## src/rtl/tiger_trace_pkg.sv

```systemverilog
// Purpose: shared constants and the trace record layout for the Tiger trace transmitter.
// Latency: n/a (types and constants only).
// Backpressure: n/a. Record grows a ts field when TRACE_TIMESTAMP_EN is defined.
package tiger_trace_pkg;

    localparam logic [31:0] START_PC_DEF  = 32'h0080_0000;
    localparam logic [31:0] FINISH_PC_DEF = 32'h0080_0004;

    // One retired instruction as seen by the drain logic; pc sits in the top bits.
    typedef struct packed {
        logic [31:0] pc;
        logic [31:0] ins;
`ifdef TRACE_TIMESTAMP_EN
        logic [31:0] ts;
`endif
    } trace_rec_t;

    localparam int REC_W = $bits(trace_rec_t);

endpackage

```

## src/rtl/tiger_trace_fifo.sv

```systemverilog
// Purpose: generic first-word-fall-through FIFO with simultaneous push/pop.
// Latency: a pushed word is visible on rdata the cycle after the push.
// Backpressure: push while full without a pop is dropped and flagged on drop.
module tiger_trace_fifo #(
    parameter int WIDTH = 64,
    parameter int DEPTH = 16
) (
    input  logic             clk,
    input  logic             reset_n,
    input  logic             push,
    input  logic [WIDTH-1:0] wdata,
    input  logic             pop,
    output logic [WIDTH-1:0] rdata,
    output logic             full,
    output logic             empty,
    output logic             drop
);

    localparam int AW = $clog2(DEPTH);

    logic [WIDTH-1:0] mem [DEPTH];
    logic [AW-1:0]    wr_ptr;
    logic [AW-1:0]    rd_ptr;
    logic [AW:0]      count;
    logic             do_push;
    logic             do_pop;

    assign full    = (count == (AW+1)'(DEPTH));
    assign empty   = (count == '0);
    assign rdata   = mem[rd_ptr];
    // A pop frees the slot the same cycle, so a full FIFO can still accept a push.
    assign do_pop  = pop & ~empty;
    assign do_push = push & (~full | do_pop);
    assign drop    = push & full & ~do_pop;

    // Storage, power-of-2 wrapping pointers and occupancy.
    always_ff @(posedge clk) begin
        if (!reset_n) begin
            wr_ptr <= '0;
            rd_ptr <= '0;
            count  <= '0;
            for (int i = 0; i < DEPTH; i++) mem[i] <= '0;
        end else begin
            if (do_push) begin
                mem[wr_ptr] <= wdata;
                wr_ptr      <= wr_ptr + 1'b1;
            end
            if (do_pop) rd_ptr <= rd_ptr + 1'b1;
            case ({do_push, do_pop})
                2'b10:   count <= count + 1'b1;
                2'b01:   count <= count - 1'b1;
                default: count <= count;
            endcase
        end
    end

endmodule

```

## src/rtl/tiger_trace_tx.sv

```systemverilog
// Purpose: Tiger trace TX - pc/ins delay taps, START/FINISH window counter, trace packetiser, dcache stuck alarm.
// Latency: record pushed two pipeline advances after fetch, visible on trace_* one cycle later (FWFT).
// Backpressure: trace_valid/trace_ready; full FIFO drops records and sets sticky trace_overflow. Option: TRACE_TIMESTAMP_EN.
module tiger_trace_tx
    import tiger_trace_pkg::*;
#(
    parameter logic [31:0] START_PC    = START_PC_DEF,
    parameter logic [31:0] FINISH_PC   = FINISH_PC_DEF,
    parameter int          FIFO_DEPTH  = 16,
    parameter int          STUCK_LIMIT = 1000
) (
    input  logic        clk,
    input  logic        reset_n,
    input  logic        iCacheStall,
    input  logic        dCacheStall,
    input  logic [31:0] pc,
    input  logic [31:0] ins,
    input  logic        insValid,
    output logic [31:0] pc_r,
    output logic [31:0] pc_rr,
    output logic [31:0] pc_rrr,
    output logic [31:0] ins_r,
    output logic [31:0] ins_rr,
    output logic        insValid_r,
    output logic        insValid_rr,
    output logic        trace_valid,
    input  logic        trace_ready,
    output logic [31:0] trace_pc,
    output logic [31:0] trace_ins,
`ifdef TRACE_TIMESTAMP_EN
    output logic [31:0] trace_ts,
`endif
    output logic        trace_overflow,
    output logic        run_active,
    output logic        run_done,
    output logic [63:0] cycle_count,
    output logic        stall_alarm
);

    logic             advance;
    logic             push;
    logic             pop;
    logic             empty;
    logic             full;
    logic             drop;
    logic [15:0]      stall_cnt;
    trace_rec_t       wr_rec;
    trace_rec_t       rd_rec;
    logic [REC_W-1:0] rd_dat;

    assign advance = ~(iCacheStall | dCacheStall);

    // Delay taps for the debug monitor; frozen while either cache stalls.
    always_ff @(posedge clk) begin
        if (!reset_n) begin
            pc_r        <= '0;
            pc_rr       <= '0;
            pc_rrr      <= '0;
            ins_r       <= '0;
            ins_rr      <= '0;
            insValid_r  <= 1'b0;
            insValid_rr <= 1'b0;
        end else if (advance) begin
            pc_r        <= pc;
            pc_rr       <= pc_r;
            pc_rrr      <= pc_rr;
            ins_r       <= ins;
            ins_rr      <= ins_r;
            insValid_r  <= insValid;
            insValid_rr <= insValid_r;
        end
    end

    // Measurement window: opens once on START_PC, closes for good on FINISH_PC.
    always_ff @(posedge clk) begin
        if (!reset_n) begin
            run_active  <= 1'b0;
            run_done    <= 1'b0;
            cycle_count <= '0;
        end else begin
            if (run_active) cycle_count <= cycle_count + 64'd1;
            if (run_active && pc == FINISH_PC) begin
                run_done   <= 1'b1;
                run_active <= 1'b0;
            end else if (!run_active && !run_done && pc == START_PC) begin
                run_active <= 1'b1;
            end
        end
    end

    // Capture looks at the two-deep tap so the record pairs pc with its own ins.
    assign push = advance & insValid_rr & (run_active | (pc_rr == START_PC)) & ~run_done;
    assign pop  = trace_valid & trace_ready;

    always_comb begin
        wr_rec     = '0;
        wr_rec.pc  = pc_rr;
        wr_rec.ins = ins_rr;
`ifdef TRACE_TIMESTAMP_EN
        wr_rec.ts  = cycle_count[31:0];
`endif
    end

    tiger_trace_fifo #(
        .WIDTH (REC_W),
        .DEPTH (FIFO_DEPTH)
    ) u_fifo (
        .clk     (clk),
        .reset_n (reset_n),
        .push    (push),
        .wdata   (wr_rec),
        .pop     (pop),
        .rdata   (rd_dat),
        .full    (full),
        .empty   (empty),
        .drop    (drop)
    );

    assign rd_rec      = rd_dat;
    assign trace_valid = ~empty;
    assign trace_pc    = rd_rec.pc;
    assign trace_ins   = rd_rec.ins;
`ifdef TRACE_TIMESTAMP_EN
    assign trace_ts    = rd_rec.ts;
`endif

    // Sticky drop flag; only reset clears it.
    always_ff @(posedge clk) begin
        if (!reset_n)  trace_overflow <= 1'b0;
        else if (drop) trace_overflow <= 1'b1;
    end

    // Consecutive dcache stall cycles, saturating, cleared as soon as the stall ends.
    always_ff @(posedge clk) begin
        if (!reset_n)              stall_cnt <= '0;
        else if (!dCacheStall)     stall_cnt <= '0;
        else if (stall_cnt != '1)  stall_cnt <= stall_cnt + 16'd1;
    end

    assign stall_alarm = (stall_cnt >= 16'(STUCK_LIMIT));

    // full is only consumed inside the FIFO's drop logic.
    logic unused_full;
    assign unused_full = full;

endmodule

```

## config.mk

```make
export PLATFORM = sky130hd
export DESIGN_NAME = tiger_trace_tx
export DESIGN_NICKNAME = d
export VERILOG_FILES = /design/src/rtl/tiger_trace_pkg.sv /design/src/rtl/tiger_trace_fifo.sv /design/src/rtl/tiger_trace_tx.sv
export SDC_FILE = /design/constraint.sdc
export NUM_CORES = 2
export LEC_CHECK = 0
export CAP_MARGIN = 10
export CORE_MARGIN = 4
export CORE_UTILIZATION = 55
export CTS_CLUSTER_SIZE = 16
export DETAILED_ROUTE_END_ITERATION = 10
export PLACE_DENSITY = 0.82
export RECOVER_POWER = 100
export SLEW_MARGIN = 20
export SYNTH_ARGS = -nofsm -noshare
export SYNTH_HDL_FRONTEND = slang
export SYNTH_HIERARCHICAL = 1
export SYNTH_SLANG_ARGS = --single-unit
```

## constraint.sdc

```tcl
create_clock -name clk -period 12.5 [get_ports clk]
set_input_delay 1.875 -clock clk [delete_from_list [all_inputs] [get_ports clk]]
set_output_delay 1.875 -clock clk [all_outputs]
set_load 0.01 [all_outputs]
```

==> results by group <==
Run status
  – Result of the run: finished, violations left
  – Violations in the final reports: capacitance limit, slew limit

Worst hold path
  – Tightest Hold Check Type: reg2reg
  – Worst Hold Depth: 2
  – HP Start: pc_rrr[11]
  – Hold endpoint: pc_rrr[11]

Setup path
  – CP arrival: 9.29 ns
  – Worst setup SP type: input port
  – Worst reg2reg endpoint: u_fifo/mem[2][60]
  – Flop-to-flop setup slack: 3.54 ns
  – Category of the most critical setup path: in2reg
  – Nature of the critical path endpoint: flop
  – Data required time at the worst endpoint: ~13 ns
  – Worst Reg-to-Reg Cells: 7
  – CP max FO: 48
  – Origin of the critical flop-to-flop path: pc_rr[23]

Layout
  – Final Instance Area: approximately 65,000 um2
  – Area Growth Syn to Fin: 15.7%
  – Area of the multi-input gates: 18,900 um2
  – Footprint of the flip-flops and latches: about 36,000 um2
  – Nets@finish: 4,297
  – Fill cell instance count of the final layout: 7,041
  – Leading cell type in the layout, fill and taps excluded: sky130_fd_sc_hd__edfxtp_1
  – Ratio of cells with drive above 1 in the final layout: 12.7%
  – Commonest cells after routing, fill and taps aside: sky130_fd_sc_hd__edfxtp_1 (1,024), sky130_fd_sc_hd__and2_0 (658), sky130_fd_sc_hd__and2_1 (374)

Routing
  – First-pass DRT Iterations: 6
  – Number of design-rule violations left by the first detailed-router iteration: between 4k and 5k
  – Average routed wire per standard cell: 27.2 um
  – Post-detailed-route count of antenna-violating nets: 0
  – Vias: 34.8k
  – Total routed wirelength: about 150,000 um
  – DR vias/cell: 6.13
  – Drc violations: 0

Clock tree
  – Count of clock tree sinks: between 1k and 1.5k
  – Clock tree root buffer cell: sky130_fd_sc_hd__clkbuf_16
  – TritonCTS Buffers: 133
  – Number of buffers on the longest clock path: 3
  – Quantity of gates resized following cts: 0
  – Clock latency on the worst-skew pair: 0.75 ns
  – CTS HTree Levels: 4
  – Clock tree from TritonCTS: done
  – # Post-CTS Setup Buffers: 0
  – Post-CTS clock slew at the launch and capture registers of the worst setup and hold paths: 0.06 ns
  – CTS Hold Bufs: 0

Power
  – Overall Power: slightly above 9 mW
  – Power dissipated by switching net loads: 1.91 mW
  – Internal power: 7.16 mW
  – Part of the power in combinational logic: 3.6%
  – Worst voltage drop across the vdd grid: 0.000130 V
  – Power share of the clock group: a little over two fifths
  – Total power divided by cell area: 140 nW/um2
  – Sequential fraction of design power: 53.6%
  – Static power due to leakage: ~22 nW
  – Switching power as a share of total power: about a fifth

Synthesis
  – Synthesis Warnings: 6
  – Post-Synthesis Cells: 3,952
  – Post-synth net total: 4,032
  – Cell Area, Synth: 56,100 um2
  – Average size of a mapped cell: 14.2 um2

Placement
  – Area after DPL: 61,100 um2
  – HPWL Detailed: 86,400 um
  – Input/output buffers: 364
  – GP Congestion: ~0.86
  – Worst slack after detailed placement: 5.76 ns

Timing
  – Post-layout minimum cycle time: 9.06 ns
  – Total count of max-transition violations in the final report: 2,182
  – Number of hold-slack violations in the final timing report: 0
  – RSZ-0062 raised after global routing: no
  – Slew at the pin closest to its max-slew limit: 4.52 ns
  – Rel. slew slack: -202%
  – Highest attainable clock frequency: 110 MHz
  – Share of the clock period used by the worst path: 72.5%
  – Final number of setup-violating endpoints: 0
  – Sum of negative setup slack: 0 ns
  – Worst-case clock skew: about 0.029 ns
  – Smallest setup slack after layout: 3.44 ns

Global routing
  – Global-route wire length before repair: about 230,000 um
  – Total congestion overflow after global routing: 0
  – Number of global-route vias before repair: approximately 35k
  – Maximum number of pins on one net before global-route repair: between 100 and 150
  – Number of antenna violations at the first check in global routing: 7
  – Total track usage: between 20 and 30%

Floorplanning
  – Die area: ~110,000 um2
  – Top-level I/O count: around 370
  – Overall die height: around 330 um
  – Core box area: between 100,000 and 150,000 um2
  – Initial cell density of the core: 55.7%
  – Die outline width: 327 um
  – Number of rows created at floorplan: about 120

Flow run
  – Number of max-cap violations: 61
[flip-flops by register name, summed over array words and instances, names as in the netlist, named ones only]
signal,cells
insValid_rr,1
run_active,1
trace_overflow,1
pc_r,32
u_fifo/count,5
u_fifo/wr_ptr,4
cycle_count,64
insValid_r,1
stall_cnt,16
pc_rr,32
ins_r,32
u_fifo/rd_ptr,4
ins_rr,32
u_fifo/mem,1024
pc_rrr,32
run_done,1
[metrics by stage]
| stage | cells | hold slack (ns) | util, % |
|---|---|---|---|
| after floorplan | 3952 | 0.481 | - |
| after global placement | 5436 | 0.445 | 60.7 |
| after detailed placement | 5437 | 0.446 | 60.7 |
| after CTS | 5675 | 0.453 | 64.9 |
| after global routing | 5678 | 0.473 | 64.5 |
| final | 5681 | 0.448 | 64.5 |
[critical path, stage by stage]
cell                              delay, ns
sky130_fd_sc_hd__clkdlybuf4s50_1       0.51
sky130_fd_sc_hd__nor2_4                0.52
sky130_fd_sc_hd__and4b_1               0.58
sky130_fd_sc_hd__nand3_1               0.35
sky130_fd_sc_hd__o21ai_0               2.26
sky130_fd_sc_hd__clkbuf_1              3.10
[worst max-delay path by stage]
stage	from	endpoint	slack, ns	cells after the start
floorplan	dCacheStall	u_fifo/mem[0][0]	4.14	6
global placement	dCacheStall	u_fifo/mem[15][25]	5.84	8
detailed placement	dCacheStall	u_fifo/mem[15][25]	5.76	8
CTS	flop	trace_ins[11]	6.17	4
global route	pc_rr[23]	u_fifo/mem[2][60]	3.26	7
finish	dCacheStall	u_fifo/mem[2][60]	3.44	6
[area by class of cell]
class	instances	share of cell area, %
diodes	4	0.0154
clock buffers	179	5.70
well taps	1357	2.61
repair buffers	439	6.23
inverters	17	0.110
multi-input cells	2340	29.0
clock inverters	59	0.840
flip-flops and latches	1286	55.5
[power groups by stage]
stage	registers, mW	logic (mW)	clock network, mW
detailed placement	4.93	0.336	0
global route	4.87	0.339	4.12
floorplan	4.93	0.165	0
CTS	4.85	0.337	3.92
finish	4.86	0.325	3.88
global placement	4.92	0.331	0
[metal layers]
metal / share of wire [%] / GRT usage, % / wire, um / up-vias
met5: 0.027 / 0 / 41 / -
met3: 12 / 7.00 / 18600 / 387
li1: - / - / - / 14900
met4: 3.9 / 10.8 / 6080 / 6
met2: 48 / 46.3 / 73800 / 2204
met1: 36 / 38.8 / 55900 / 17300
Power figures use the tool's default switching activity.
